==> config.mk <==
export PLATFORM = sky130hd
export DESIGN_NAME = ahb_lite_master
export DESIGN_NICKNAME = d
export VERILOG_FILES = /design/src/rtl/ahb_lite_pkg.sv /design/src/rtl/ahb_lite_master.sv
export SDC_FILE = /design/constraint.sdc
export NUM_CORES = 1
export LEC_CHECK = 0
export BUFFER_PORTS_ARGS = -buffer_cell sky130_fd_sc_hd__buf_2
export CORE_MARGIN = 5
export CORE_UTILIZATION = 53
export CTS_CLUSTER_SIZE = 40
export DETAILED_ROUTE_END_ITERATION = 8
export GPL_TIMING_DRIVEN = 0
export PLACE_DENSITY = 0.91
export SLEW_MARGIN = 10
export SYNTH_ARGS = -nofsm -noshare
export SYNTH_HDL_FRONTEND = slang
export SYNTH_SLANG_ARGS = --single-unit
==> constraint.sdc <==
create_clock -name HCLK -period 2.5 [get_ports HCLK]
set_input_delay 0.5 -clock HCLK [delete_from_list [all_inputs] [get_ports HCLK]]
set_output_delay 0.5 -clock HCLK [all_outputs]
set_load 0.1 [all_outputs]
==> src/rtl/ahb_lite_pkg.sv <==
// Shared AHB-Lite encodings, master FSM states, command record and alignment helper.
package ahb_lite_pkg;

  localparam logic [1:0] HTRANS_IDLE   = 2'b00;
  localparam logic [1:0] HTRANS_BUSY   = 2'b01;
  localparam logic [1:0] HTRANS_NONSEQ = 2'b10;
  localparam logic [1:0] HTRANS_SEQ    = 2'b11;

  localparam logic [2:0] HBURST_SINGLE = 3'b000;

  localparam logic [2:0] HSIZE_BYTE = 3'd0;
  localparam logic [2:0] HSIZE_HALF = 3'd1;
  localparam logic [2:0] HSIZE_WORD = 3'd2;

  localparam logic HRESP_OKAY  = 1'b0;
  localparam logic HRESP_ERROR = 1'b1;

  // Command record storage width; the master's ADDR_W/DATA_W must not exceed these.
  localparam int AHB_ADDR_W = 32;
  localparam int AHB_DATA_W = 32;

  typedef enum logic [1:0] {
    RUN    = 2'd0,
    ERR2   = 2'd1,
    CANCEL = 2'd2
  } state_t;

  typedef struct packed {
    logic                  write;
    logic [AHB_ADDR_W-1:0] addr;
    logic [2:0]            size;
    logic [AHB_DATA_W-1:0] wdata;
  } cmd_t;

  function automatic logic is_aligned(input logic [1:0] addr_lo, input logic [2:0] size);
    case (size)
      HSIZE_BYTE: is_aligned = 1'b1;
      HSIZE_HALF: is_aligned = !addr_lo[0];
      HSIZE_WORD: is_aligned = (addr_lo == 2'b00);
      default:    is_aligned = 1'b0;
    endcase
  endfunction

endpackage

==> src/rtl/ahb_lite_master.sv <==
// AHB-Lite single-beat initiator: valid/ready commands in, pipelined NONSEQ transfers out.
// Optional alignment check enabled by defining AHB_LITE_MASTER_ALIGN_CHK_EN.
module ahb_lite_master
  import ahb_lite_pkg::*;
#(
  parameter int          ADDR_W    = 32,
  parameter int          DATA_W    = 32,
  parameter logic [3:0]  HPROT_VAL = 4'b0011
) (
  input  logic              HCLK,
  input  logic              HRESETn,
  input  logic              cmd_valid,
  output logic              cmd_ready,
  input  logic              cmd_write,
  input  logic [ADDR_W-1:0] cmd_addr,
  input  logic [2:0]        cmd_size,
  input  logic [DATA_W-1:0] cmd_wdata,
  output logic              rsp_valid,
  output logic [DATA_W-1:0] rsp_rdata,
  output logic              rsp_err,
  output logic [ADDR_W-1:0] HADDR,
  output logic              HWRITE,
  output logic [2:0]        HSIZE,
  output logic [2:0]        HBURST,
  output logic [3:0]        HPROT,
  output logic [1:0]        HTRANS,
  output logic [DATA_W-1:0] HWDATA,
  input  logic [DATA_W-1:0] HRDATA,
  input  logic              HREADY,
  input  logic              HRESP
);

  state_t            state, state_n;
  cmd_t              ap;
  logic              ap_v, ap_mis, dp_v, dp_write, cancel;
  logic [DATA_W-1:0] dp_wdata;
  logic              err1, ap_adv, cmd_fire, mis_in;

`ifdef AHB_LITE_MASTER_ALIGN_CHK_EN
  assign mis_in = !is_aligned(cmd_addr[1:0], cmd_size);
`else
  assign mis_in = 1'b0;
`endif

  // First ERROR cycle: slave holds HREADY low with HRESP high.
  assign err1     = (state == RUN) && dp_v && !HREADY && HRESP;
  // A misaligned entry never reaches the bus; it leaves AP once DP has drained.
  assign ap_adv   = !ap_v || (ap_mis ? !dp_v : HREADY);
  assign cmd_ready = HRESETn && (state == RUN) && ap_adv;
  assign cmd_fire = cmd_valid && cmd_ready;

  assign HADDR  = ADDR_W'(ap.addr);
  assign HWRITE = ap.write;
  assign HSIZE  = ap.size;
  assign HTRANS = (ap_v && !ap_mis) ? HTRANS_NONSEQ : HTRANS_IDLE;
  assign HWDATA = dp_v ? dp_wdata : '0;
  assign HBURST = HBURST_SINGLE;
  assign HPROT  = HPROT_VAL;

  always_ff @(posedge HCLK) begin
    if (!HRESETn) state <= RUN;
    else          state <= state_n;
  end

  always_comb begin
    state_n = state;
    case (state)
      RUN:     if (err1) state_n = ERR2;
      ERR2:    if (HREADY) state_n = cancel ? CANCEL : RUN;
      CANCEL:  state_n = RUN;
      default: state_n = RUN;
    endcase
  end

  always_ff @(posedge HCLK) begin
    if (!HRESETn) begin
      ap        <= '0;
      ap_v      <= 1'b0;
      ap_mis    <= 1'b0;
      dp_v      <= 1'b0;
      dp_write  <= 1'b0;
      dp_wdata  <= '0;
      cancel    <= 1'b0;
      rsp_valid <= 1'b0;
      rsp_err   <= 1'b0;
      rsp_rdata <= '0;
    end else begin
      rsp_valid <= 1'b0;
      rsp_err   <= 1'b0;
      rsp_rdata <= '0;
      case (state)
        RUN: begin
          if (err1) begin
            // Kill the transfer in AP; a command accepted this same cycle is cancelled too.
            ap_v   <= 1'b0;
            cancel <= ap_v || cmd_fire;
          end else begin
            if (HREADY) begin
              dp_v     <= ap_v && !ap_mis;
              dp_write <= ap.write;
              dp_wdata <= DATA_W'(ap.wdata);
              if (dp_v) begin
                rsp_valid <= 1'b1;
                rsp_err   <= HRESP;
                if (!HRESP && !dp_write) rsp_rdata <= HRDATA;
              end
            end
            if (ap_v && ap_mis && !dp_v) begin
              rsp_valid <= 1'b1;
              rsp_err   <= 1'b1;
            end
            if (cmd_fire) begin
              ap.write <= cmd_write;
              ap.addr  <= AHB_ADDR_W'(cmd_addr);
              ap.size  <= cmd_size;
              ap.wdata <= AHB_DATA_W'(cmd_wdata);
              ap_v     <= 1'b1;
              ap_mis   <= mis_in;
            end else if (ap_adv) begin
              ap_v <= 1'b0;
            end
          end
        end
        ERR2: begin
          if (HREADY) begin
            rsp_valid <= 1'b1;
            rsp_err   <= 1'b1;
            dp_v      <= 1'b0;
          end
        end
        CANCEL: begin
          rsp_valid <= 1'b1;
          rsp_err   <= 1'b1;
          cancel    <= 1'b0;
        end
        default: ;
      endcase
    end
  end

endmodule

After elaboration in Yosys (flattened, before gate mapping)
Cells that the tools add are included.
{"block": "op_classes", "n_addsub": 0, "n_bitwise": 6, "shifts": 0, "magnitude_cmp": 0, "n_mux": 24, "n_div": 0, "n_eq_ne": 6, "reduce_logical": 24, "n_mul": 0}
{"cell": "32-bit 2-to-1 mux", "count": 1}
{"cell": "1-bit 2-to-1 mux", "count": 14}
{"cell": "2-bit 2-to-1 mux", "count": 4}
{"cell": "2-bit inequality test, second input constant", "count": 4}
{"cell": "1-bit logical AND", "count": 7}
{"cell": "1-bit NOT", "count": 6}
{"cell": "1-bit case mux with 3 select lines", "count": 2}
{"cell": "2-bit AND reduction", "count": 3}
{"cell": "3-bit AND reduction", "count": 2}
{"cell": "6-bit OR reduction", "count": 1}
{"cell": "1-bit zero test", "count": 4}
{"cell": "1-bit case mux with 2 select lines", "count": 2}
{"cell": "2-bit case mux with 2 select lines", "count": 1}
{"cell": "4-bit AND reduction", "count": 1}
{"cell": "2-bit nonzero test", "count": 2}
{"cell": "3-bit nonzero test", "count": 1}
{"cell": "2-bit by 1-bit equality test with 1-bit output, second input constant", "count": 1}
{"cell": "2-bit equality test, second input constant", "count": 1}
{"cell": "2-bit zero test", "count": 1}
{"cell": "1-bit logical OR", "count": 2}
{"block": "word_totals", "mem_bits_rw": 0, "mem_bits_ro": 0, "mem_count": 0, "wordCells": 73, "reg_bits": 140, "latch_bits": 0}

Logic depth before layout (Yosys ltp)
Gate-level depths: netlist (run 1).
{"block": "logic_depth", "word_depth": 7, "depth_mapped": 7}

Worst setup path before layout (run 1)
OpenSTA, ideal clock, no wires.
{"block": "synth_timing", "path_kind": "input to output", "startpoint": "in HRESETn", "endpoint": "out cmd_ready", "slack_ns": 0.443, "required_ns": 2.000, "arrival_time_ns": 1.557, "path_stages": 3, "path_cell_list": "buf_4 -> nor3b_2 -> and2_1"}
{"block": "synth_between", "elab_chain_cells": 2}
{"element": "start, declared", "line": "ahb_lite_master.sv:11", "source": "input logic HRESETn,"}
{"element": "1-bit logical AND (2 in a row)", "line": "ahb_lite_master.sv:49", "source": "assign cmd_ready = HRESETn && (state == RUN) && ap_adv;"}
{"element": "end, declared", "line": "ahb_lite_master.sv:13", "source": "output logic cmd_ready,"}
Every way passes these cells.

Worst setup path in the final report (run 1)
{"block": "layout_timing", "startpoint": "reg dp_v", "endpoint": "out HWDATA[2]"}
{"block": "layout_between", "elab_chain_cells": 1}
{"element": "start, declared", "line": "ahb_lite_master.sv:35", "source": "logic ap_v, ap_mis, dp_v, dp_write, cancel;"}
{"element": "start signal, assigned", "line": "ahb_lite_master.sv:99", "source": "dp_v <= ap_v && !ap_mis;"}
{"element": "32-bit 2-to-1 mux", "line": "ahb_lite_master.sv:56", "source": "assign HWDATA = dp_v ? dp_wdata : '0;"}
{"element": "end, declared", "line": "ahb_lite_master.sv:27", "source": "output logic [DATA_W-1:0] HWDATA,"}
Every way passes these cells.

==> results of run 1 <==
[flip-flops by register name, indices dropped and copies added (netlist names)]
name / flops
dp_wdata: 32
ap_v: 1
ap: 32
state: 2
HADDR: 32
rsp_rdata: 32
cancel: 1
HWRITE: 1
rsp_valid: 1
HSIZE: 3
dp_v: 1
dp_write: 1
rsp_err: 1
[area by class of cell]
| type | count | area [um^2] | share of cell area (%) |
|---|---|---|---|
| Buffer | 83 | 537 | 7.13 |
| Clock buffer | 18 | 418 | 5.55 |
| Clock inverter | 14 | 161 | 2.14 |
| Inverter | 70 | 263 | 3.49 |
| Multi-Input combinational cell | 337 | 2070 | 27.5 |
| Sequential cell | 140 | 2800 | 37.2 |
| Tap cell | 136 | 170 | 2.26 |
| Timing Repair Buffer | 206 | 1110 | 14.7 |
[layer usage]
layer	up-vias	track usage [%]	wire length, um
met5	-	0	0
met3	30	5.51	892
met1	2146	22.6	5320
met4	0	9.46	347
li1	2363	-	-
met2	160	41.9	7570
[worst paths after layout]
kind	start	to	slack (ns)	depth (start not counted)
worst max-delay path	dp_v	HWDATA[2]	0.19	3
worst min-delay path	HRDATA[10]	rsp_rdata[10]	0.21	2
worst max register to register	dp_v	HADDR[3]	0.70	6
worst min register to register	cancel	cancel	0.45	2
[worst max-delay path: stages (launching register included)]
cell                       delay (ns)
sky130_fd_sc_hd__dfxtp_1         0.55
sky130_fd_sc_hd__clkbuf_2        0.27
sky130_fd_sc_hd__and2_1          0.18
sky130_fd_sc_hd__buf_4           0.30
[power groups by stage]
stage	clock network (mW)	registers, mW	logic, mW
detailed placement	0	2.46	0.942
finish	2.44	2.41	0.942
global placement	0	2.45	0.926
floorplan	0	2.46	0.731
CTS	2.48	2.41	0.947
global route	2.60	2.42	0.999
[through the flow]
step	cell area, um^2	total power [mW]	util (%)	setup slack, ns
3_5_place_dp	6870	3.40	66.3	0.321
2_1_floorplan	5670	3.19	-	0.443
4_1_cts	7520	5.84	72.5	0.0503
3_3_place_gp	6870	3.38	66.3	0.355
6_report	7530	5.80	72.6	0.194
5_1_grt	7530	6.02	72.6	0.0964
[cells in the mapped netlist, drive strengths merged (3+ instances only)]
cell type  instances
and3              34
mux2i             68
dfxtp            140
clkbuf            22
and2              33
inv               70
nand2            137
buf               62
a21oi              4
nor3b              3
a21boi            35
[timing repair]
item	CTS	global route
hold buffers	0	0
setup buffers	0	0
resized for setup	30	6
pin swaps	0	0
endpoints found under the setup margin	30	4
[logic make-up (layout without fill, tap and decap cells)]
group,Yosys count,after routing
buffers and inverters,154,391
and+or+nand+nor,217,217
other,2,8
DFF,140,140
AOI/OAI and AO/OA,44,44
muxes,68,68
==> implementation parameters, run 1 <==
Parameter                              Value

Worst hold path
  Hold Crit Class ... in -> reg

Yosys
  Share of synthesized area spent on multiplexers ... around an eighth
  Complex-gate fraction of the synthesized area ... 5.60%
  Largest area contributor in the synthesized netlist ... sky130_fd_sc_hd__dfxtp_1
  Combinational family with the most area after synthesis ... simple AND/OR/NAND/NOR gates
  Yosys warnings ... 0
  Total of flip-flops plus latches after synthesis ... 140
  XOR/XNOR Fraction of Synth Area ... 0%
  Number of distinct standard cells referenced by the synthesized netlist ... 29
  Synthesized netlist cell count ... 625
  Cell area after synthesis ... 5650 um^2
  EDFF count, synth ... 0
  Main area contributors after synthesis ... sky130_fd_sc_hd__dfxtp_1 50%, sky130_fd_sc_hd__mux2i_1 12%, sky130_fd_sc_hd__nand2_1 9.1%
  Fraction of synthesis flops using an asynchronous set or reset pin ... 0%
  Synthesized-area fraction occupied by and/or/nand/nor cells ... 18.4%
  Main synth FF type ... sky130_fd_sc_hd__dfxtp_1
  Average cell area after synthesis ... 9.04 um^2
  Fraction of the mapped netlist area in adder cells ... 0%
  Area share of the largest cell type after synthesis ... 49.6%
  Post-synthesis sequential area ratio ... between 40 and 50%

Run
  Number of maximum-capacitance constraint violations ... 0

STA
  Highest clock rate ... 434 MHz
  Final period util ... 92.2%
  Setup total negative slack ... 0 ns
  RSZ-0062 raised after global routing ... false
  Skew final ... roughly 0.01 ns
  Worst hold margin ... 0.212 ns
  Min cycle time layout ... 2.31 ns
  Final setup fails ... 0
  Final max-slew violation count ... 0
  Tightest Pin Transition ... 0.563 ns
  Hold Violations, Final ... 0
  Headroom to the max-slew limit ... 62.3%

Routing
  Vias/cell ... between 4 and 5
  DRC Markers ... 0
  Drt first-iter violations ... 223
  Number of iterations in the first detailed-routing pass ... 4
  Number of nets with antenna violations after routing ... 0
  Detailed-route via count ... ~4700
  Detailed-route wire length ... 14.1 mm
  Wire per inst ... 14.1 um

Floorplanning
  Die extent in x ... between 100 and 150 um
  Starting utilization of the core area ... 54.5%
  Count of pins on the block boundary ... 217
  DIE AREA ... between 10000 and 15000 um^2
  Core Box Area ... 10400 um^2
  FP Rows ... 37
  Die extent in y ... 113 um

CTS
  CTS tree ... yes
  Clock latency of the later-clocked register in the worst-skew pair ... 0.51 ns
  Clk pin slew, worst setup/hold paths ... 0.06 ns
  Clock Sinks ... 140
  Max clock buf depth ... 2
  Clock tree root buffer cell ... sky130_fd_sc_hd__clkbuf_8
  Maximum level of the CTS H-tree ... 4
  Number of buffers created by CTS ... 17

Placed design
  Final HPWL DP ... 10.5 mm
  Buffers added on ports ... 206
  Placed Cells incl. Taps ... 973
  Routability-driven placement congestion ratio ... 0.786

Setup path
  Kind of start point of the critical path ... flop
  Critical path required time ... 2.00 ns
  Type of the setup path with the least slack ... reg -> out
  Critical Path AT ... 1.81 ns
  Worst setup EP type ... output pin
  Crit Path Max Fanout ... 11

Finish
  Number of nets in the layout ... 960
  Proportion of layout cells with a drive suffix above 1 ... 35.3%
  Highest-count cells in the layout ignoring fill and taps ... 185 x sky130_fd_sc_hd__buf_2, 140 x sky130_fd_sc_hd__dfxtp_1, 137 x sky130_fd_sc_hd__nand2_1
  # fillers ... 807
  Most common cell after layout, fill and taps aside ... sky130_fd_sc_hd__buf_2
  Number of non-filler instances in the completed layout ... 1004
  Count of antenna diodes in the layout ... 0
  Area overhead of the layout relative to synthesis ... 33.3%

Global routing
  Congestion Overflow GR ... 0
  First-pass GRT wire length ... about 23 mm
  Tot GR Track Use ... 22.0%
  Via count of the first global-routing pass ... 4938
  Pin count of the biggest net entering global routing ... 17
  Initial antenna violation count ... 0

Pwr
  Register share of total power ... 41.6%
  IR drop worst, VDD ... 0.596 mV
  Net Switching ... 1.73 mW
  Internal portion of total power ... just over 4 mW
  Logic pwr share ... around 16%
  Net switching fraction of the power ... 29.9%
  Clock Power Share ... 42.2%
  Pwr Density ... slightly below 800 nW/um^2
  Static power due to leakage ... 4.24 nW

Status
  Result of the run ... completed
Note: power is estimated with default switching activity, not from simulation.
==> inputs of run 2 (changes only) <==
==> constraint.sdc (replaced) <==
create_clock -name HCLK -period 2.7 [get_ports HCLK]
set_input_delay 0.54 -clock HCLK [delete_from_list [all_inputs] [get_ports HCLK]]
set_output_delay 0.54 -clock HCLK [all_outputs]
set_load 0.1 [all_outputs]
==> implementation parameters, run 2 (synthesis results as in run 1) <==
Parameter                              Value

Finish
  Number of nets in the layout ... 960 (unchanged)
  Highest-count cells in the layout ignoring fill and taps ... 186 x sky130_fd_sc_hd__buf_2, 140 x sky130_fd_sc_hd__dfxtp_1, 137 x sky130_fd_sc_hd__nand2_1
  Count of antenna diodes in the layout ... 0 (unchanged)
  Number of non-filler instances in the completed layout ... 1004 (unchanged)
  Post-Layout Inst Area ... 7520 um^2 (about the same)
  Most common cell after layout, fill and taps aside ... sky130_fd_sc_hd__buf_2
  # fillers ... 812 (+0.62%)
  Proportion of layout cells with a drive suffix above 1 ... 34.9% (-0.35 points)
  Share of the core filled with cells ... 72.5% (about the same)
  Area overhead of the layout relative to synthesis ... 33.1% (about the same)

Routing
  Vias/cell ... 4.69 (+0.11%)
  Drt first-iter violations ... 221 (-0.90%)
  Number of iterations in the first detailed-routing pass ... 4 (unchanged)
  Number of nets with antenna violations after routing ... 0 (unchanged)
  Wire per inst ... 14.0 um (-0.18%)
  Detailed-route wire length ... 14.1 mm (-0.18%)
  DRC Markers ... 0 (unchanged)
  Detailed-route via count ... 4704 (+0.11%)

Status
  Result of the run ... completed

STA
  Headroom to the max-slew limit ... 63.2% (+0.85 points)
  Final setup fails ... 0 (unchanged)
  Tightest Pin Transition ... 0.551 ns (-0.0128 ns)
  Min cycle time layout ... roughly 2.6 ns
  Final max-slew violation count ... 0 (unchanged)
  Setup total negative slack ... 0 ns (unchanged)
  Highest clock rate ... 392 MHz
  Worst hold margin ... 0.256 ns (+0.0441 ns)
  Skew final ... 0.00970 ns (-0.000514 ns)
  Hold Violations, Final ... 0 (unchanged)
  Final period util ... 94.5%
  RSZ-0062 raised after global routing ... false

CTS
  Number of buffers added for setup after CTS ... 0 (unchanged)
  Clock Sinks ... 140 (unchanged)
  Clock latency of the later-clocked register in the worst-skew pair ... 0.51 ns (about the same)
  Maximum level of the CTS H-tree ... 4 (unchanged)
  Clk pin slew, worst setup/hold paths ... 0.06 ns (about the same)
  Clock tree root buffer cell ... sky130_fd_sc_hd__clkbuf_8
  Number of buffers created by CTS ... 17 (unchanged)
  CTS tree ... yes
  Max clock buf depth ... 2 (unchanged)

Setup path
  Kind of start point of the critical path ... flop
  Cells on worst reg2reg path ... 6 (unchanged)
  Type of the setup path with the least slack ... reg -> out
  Slowest library cell on the worst path ... sky130_fd_sc_hd__dfxtp_1
  Combined buffer and inverter count along the critical path ... 2 (unchanged)
  Worst setup EP type ... output pin
  Critical Path Max Stage Delay ... 0.56 ns (about the same)
  Crit Path Max Fanout ... 11 (unchanged)
  Minimum setup slack among reg-to-reg paths ... 0.89 ns (+0.19 ns)
  Critical path depth in cells ... 3 (unchanged)
  Critical Path AT ... 2.01 ns (+0.20 ns)
  Critical path required time ... 2.16 ns (+0.16 ns)
  Worst path top cell family by delay ... buffers and inverters
  Series of cell instances along the critical path ... buf_1 -> and2_1 -> buf_2

Run
  Number of maximum-capacitance constraint violations ... 0 (unchanged)

Placed design
  Buffers added on ports ... 206 (unchanged)
  Routability-driven placement congestion ratio ... 0.786 (unchanged)
  Placed inst area ... 6870 um^2 (unchanged)
  Placed Cells incl. Taps ... 973 (unchanged)
  Final HPWL DP ... 10.5 mm (unchanged)

Pwr
  Static power due to leakage ... 4.23 nW (-0.39%)
  Pwr Density ... 713 nW/um^2 (-7.4%)
  IR drop worst, VDD ... 0.552 mV (-7.4%)

Floorplanning
  Count of pins on the block boundary ... 217 (unchanged)
  DIE AREA ... 12800 um^2 (unchanged)
  Starting utilization of the core area ... 54.5% (unchanged)
  Die extent in x ... 113 um (unchanged)
  FP Rows ... 37 (unchanged)
  Core Box Area ... 10400 um^2 (unchanged)
  Die extent in y ... 113 um (unchanged)

Global routing
  Tot GR Track Use ... 22.0% (about the same)
  First-pass GRT wire length ... 22.7 mm (+0.15%)
  Pin count of the biggest net entering global routing ... 17 (unchanged)
  Congestion Overflow GR ... 0 (unchanged)
  Via count of the first global-routing pass ... 4926 (-0.24%)
  Initial antenna violation count ... 0 (unchanged)

Worst hold path
  Hold path cells ... 2 (unchanged)
  Hold Crit Class ... in -> reg
## run 2: cell count changes in the layout (fill, tap and decap cells not counted), sizes merged
cell	previous run	this run
buf	268	258
clkbuf	39	49
## run 2: cell type report
cell class                      count  area, um^2  share of cell area, %
Clock inverter                     14         161                   2.15
Multi-Input combinational cell    337        2070                   27.5
Sequential cell                   140        2800                   37.3
Clock buffer                       18         418                   5.56
Inverter                           70         263                   3.49
Timing Repair Buffer              206        1100                   14.7
Tap cell                          136         170                   2.26
Buffer                             83         533                   7.09
## run 2: what timing repair did
action                     in CTS  in global routing
gates resized for setup        18                 12
hold buffers                    0                  0
pin swaps                       0                  0
setup endpoints to repair      18                 19
## run 2: metal layers
layer / global-route usage (%) / routed length (um)
met1: 22.8 / 5370
met2: 41.5 / 7610
met3: 5.72 / 845
met4: 9.54 / 268
met5: 0 / 0
## run 2: worst reg2reg max path: stages (launching register included)
cell and delay, ns:
sky130_fd_sc_hd__dfxtp_1 0.56, sky130_fd_sc_hd__nand3b_1 0.20, sky130_fd_sc_hd__nand4_1 0.14, sky130_fd_sc_hd__buf_2 0.22, sky130_fd_sc_hd__buf_6 0.20, sky130_fd_sc_hd__buf_6 0.20
sky130_fd_sc_hd__mux2i_1 0.22
## run 2: stage by stage
step	total power, mW	setup slack (ns)
floorplan	2.96	0.563
global placement	3.13	0.515
detailed placement	3.15	0.481
CTS	5.41	0.00268
global route	5.57	0.0606
finish	5.36	0.150
## run 2: final timing paths
check	startpoint	to
worst min register to register	cancel	cancel
worst max register to register	dp_v	HADDR[3]
worst min-delay path	HRDATA[10]	rsp_rdata[10]
worst max-delay path	dp_v	HWDATA[16]
## run 2: report_power, final
group / leakage [nW] / switching, mW / total (mW) / internal [mW]
clock: 0.272 / 0.923 / 2.26 / 1.34
sequential: 1.15 / 0.0574 / 2.23 / 2.18
combinational: 2.81 / 0.618 / 0.871 / 0.253
total: 4.23 / 1.60 / 5.36 / 3.76
==> inputs of run 3 (changes only) <==
--- a/config.mk
+++ b/config.mk
@@ -7,11 +7,11 @@
 export LEC_CHECK = 0
 export BUFFER_PORTS_ARGS = -buffer_cell sky130_fd_sc_hd__buf_2
 export CORE_MARGIN = 5
-export CORE_UTILIZATION = 53
+export CORE_UTILIZATION = 44
 export CTS_CLUSTER_SIZE = 40
 export DETAILED_ROUTE_END_ITERATION = 8
 export GPL_TIMING_DRIVEN = 0
-export PLACE_DENSITY = 0.91
+export PLACE_DENSITY = 0.81
 export SLEW_MARGIN = 10
 export SYNTH_ARGS = -nofsm -noshare
 export SYNTH_HDL_FRONTEND = slang
==> constraint.sdc (replaced) <==
create_clock -name HCLK -period 2.05 [get_ports HCLK]
set_input_delay 0.41 -clock HCLK [delete_from_list [all_inputs] [get_ports HCLK]]
set_output_delay 0.41 -clock HCLK [all_outputs]
set_load 0.1 [all_outputs]
==> implementation parameters, run 3 (synthesis results as in run 1) <==
Parameter                              Value

Status
  Result of the run ... completed

Setup path
  Worst setup EP type ... output pin
  Kind of start point of the critical path ... flop
  Worst flop-to-flop path startpoint ... state[0]
  Critical Path AT ... 1.57 ns (-0.44 ns)
  Critical path required time ... 1.64 ns (-0.52 ns)
  Worst setup startpoint ... dp_v
  Crit Reg-Reg Endpoint ... rsp_rdata[23]
  Cells on worst reg2reg path ... 4 (-2)
  Type of the setup path with the least slack ... reg -> out
  Crit Path Max Fanout ... 11 (unchanged)
  Endpoint of the most critical setup path ... HWDATA[9]
  Minimum setup slack among reg-to-reg paths ... 0.37 ns (-0.52 ns)

Placed design
  Routability-driven placement congestion ratio ... 0.769 (-2.2%)
  Final HPWL DP ... 10.2 mm (-2.9%)
  Worst-case setup slack after placement ... -0.0634 ns (-0.545 ns)
  Buffers added on ports ... 206 (unchanged)

Run
  Number of maximum-capacitance constraint violations ... 0 (unchanged)

Pwr
  Static power due to leakage ... 4.29 nW (+1.6%)
  IR drop worst, VDD ... 0.519 mV (-5.9%)
  Pwr Density ... 983 nW/um^2 (+38%)

Floorplanning
  Core Box Area ... 12600 um^2 (+22%)
  DIE AREA ... 15200 um^2 (+19%)
  Count of pins on the block boundary ... 217 (unchanged)
  FP Rows ... 41 (+11%)
  Die extent in x ... 123 um (+8.9%)
  Starting utilization of the core area ... 44.8% (-9.7 points)
  Die extent in y ... 123 um (+8.9%)

Global routing
  Congestion Overflow GR ... 0 (unchanged)
  First-pass GRT wire length ... 22.0 mm (-3.0%)
  Via count of the first global-routing pass ... 4527 (-8.1%)
  Tot GR Track Use ... 18.6% (-3.4 points)
  Initial antenna violation count ... 0 (unchanged)
  Pin count of the biggest net entering global routing ... 17 (unchanged)

CTS
  Max clock buf depth ... 2 (unchanged)
  CTS tree ... yes
  Maximum level of the CTS H-tree ... 4 (unchanged)
  Number of buffers added for setup after CTS ... 0 (unchanged)
  Clock Sinks ... 140 (unchanged)
  Hold Buf Count CTS ... 0 (unchanged)
  Number of buffers created by CTS ... 17 (unchanged)
  Clk pin slew, worst setup/hold paths ... 0.06 ns (about the same)
  Clock tree root buffer cell ... sky130_fd_sc_hd__clkbuf_16
  Clock latency of the later-clocked register in the worst-skew pair ... 0.41 ns (-0.10 ns)

STA
  Hold Violations, Final ... 0 (unchanged)
  Final setup fails ... 0 (unchanged)
  Setup total negative slack ... 0 ns (unchanged)
  Tightest Pin Transition ... 0.556 ns (+0.00536 ns)
  Highest clock rate ... 504 MHz
  Headroom to the max-slew limit ... 62.8% (-0.36 points)
  Final max-slew violation count ... 0 (unchanged)
  Skew final ... 0.00775 ns (-0.00195 ns)
  Final period util ... 96.8%
  Fin worst setup slack ... 0.0653 ns (-0.0844 ns)
  Min cycle time layout ... 1.98 ns
  Worst hold margin ... 0.218 ns (-0.0385 ns)

Routing
  Topmost layer with routed signal wires ... met4
  Vias/cell ... 4.39 (-6.3%)
  Drt first-iter violations ... 159 (-28%)
  DRC Markers ... 0 (unchanged)
  Met3 routed wirelength ... 999 um (+18%)
  Number of iterations in the first detailed-routing pass ... 4 (unchanged)
  Routed length on met1 ... 5.66 mm (+5.3%)
  Detailed-route via count ... 4564 (-3.0%)
  Detailed-route wire length ... 13.7 mm (-3.0%)
  Number of nets with antenna violations after routing ... 0 (unchanged)
  Detailed-routed wire length on met2 ... 6.81 mm (-11%)
  Wire per inst ... 13.1 um (-6.4%)

Worst hold path
  Hold Crit Class ... in -> reg

Finish
  Highest-count cells in the layout ignoring fill and taps ... 184 x sky130_fd_sc_hd__buf_2, 139 x sky130_fd_sc_hd__dfxtp_1, 137 x sky130_fd_sc_hd__nand2_1
  Count of antenna diodes in the layout ... 0 (unchanged)
  Proportion of layout cells with a drive suffix above 1 ... 35.5% (+0.58 points)
  Number of nets in the layout ... 960 (unchanged)
  Most common cell after layout, fill and taps aside ... sky130_fd_sc_hd__buf_2
  Area overhead of the layout relative to synthesis ... 36.4%
-- run 3: cell count changes in the layout (fill, tap and decap cells not counted), sizes merged --
cell and delta:
buf +9, bufinv +4, clkbuf -9, clkinv -2
clkinvlp +1, inv -3
-- run 3: power breakdown --
| group | total (mW) | internal (mW) | switching (mW) |
|---|---|---|---|
| clock | 3.49 | 2.32 | 1.17 |
| sequential | 2.94 | 2.87 | 0.0723 |
| combinational | 1.15 | 0.335 | 0.810 |
-- run 3: area by class of cell --
| type | count | area (um^2) |
|---|---|---|
| fillers | 1126 | 4910 |
| flip-flops and latches | 140 | 2800 |
| multi-input cells | 337 | 2070 |
| repair buffers | 206 | 1140 |
| plain buffers | 83 | 537 |
| clock buffers | 18 | 439 |
| inverters | 70 | 263 |
| clock inverters | 14 | 240 |
| well taps | 172 | 215 |
-- run 3: worst max-delay path, cell delays in order (launching register included) --
cell                       delay [ns]
sky130_fd_sc_hd__dfxtp_2         0.44
sky130_fd_sc_hd__clkbuf_2        0.25
sky130_fd_sc_hd__and2_1          0.17
sky130_fd_sc_hd__buf_4           0.29
-- run 3: metal layers --
layer / vias to the layer above / track usage, %
li1: 2368 / -
met1: 2038 / 21.8
met2: 140 / 32.3
met3: 18 / 5.26
met4: 0 / 6.92
met5: - / 0
-- run 3: repair_timing --
item,in CTS,in global routing
endpoints found under the hold margin,0,0
resized for setup,34,9
setup endpoints to repair,32,9
cloned,0,0
pin swaps,0,0
-- run 3: worst min-delay path by stage --
stage,startpoint,end,slack (ns),cells after the start
2_1_floorplan,cancel,cancel,0.43,2
3_3_place_gp,ap[6],dp_wdata[6],0.44,2
3_5_place_dp,cancel,cancel,0.44,2
4_1_cts,HRDATA[14],rsp_rdata[14],0.20,2
5_1_grt,HRDATA[6],rsp_rdata[6],0.20,2
6_report,HRDATA[16],rsp_rdata[16],0.22,2
-- run 3: through the flow --
| step | util (%) | cells | power [mW] | instance area (um^2) |
|---|---|---|---|---|
| final | 61.1 | 1040 | 7.58 | 7700 |
| after global routing | 61.1 | 1040 | 7.85 | 7700 |
| after CTS | 60.8 | 1040 | 7.64 | 7670 |
| after detailed placement | 54.8 | 1009 | 4.14 | 6920 |
| after global placement | 54.8 | 1009 | 4.13 | 6920 |
| after floorplan | - | 631 | 3.90 | 5670 |
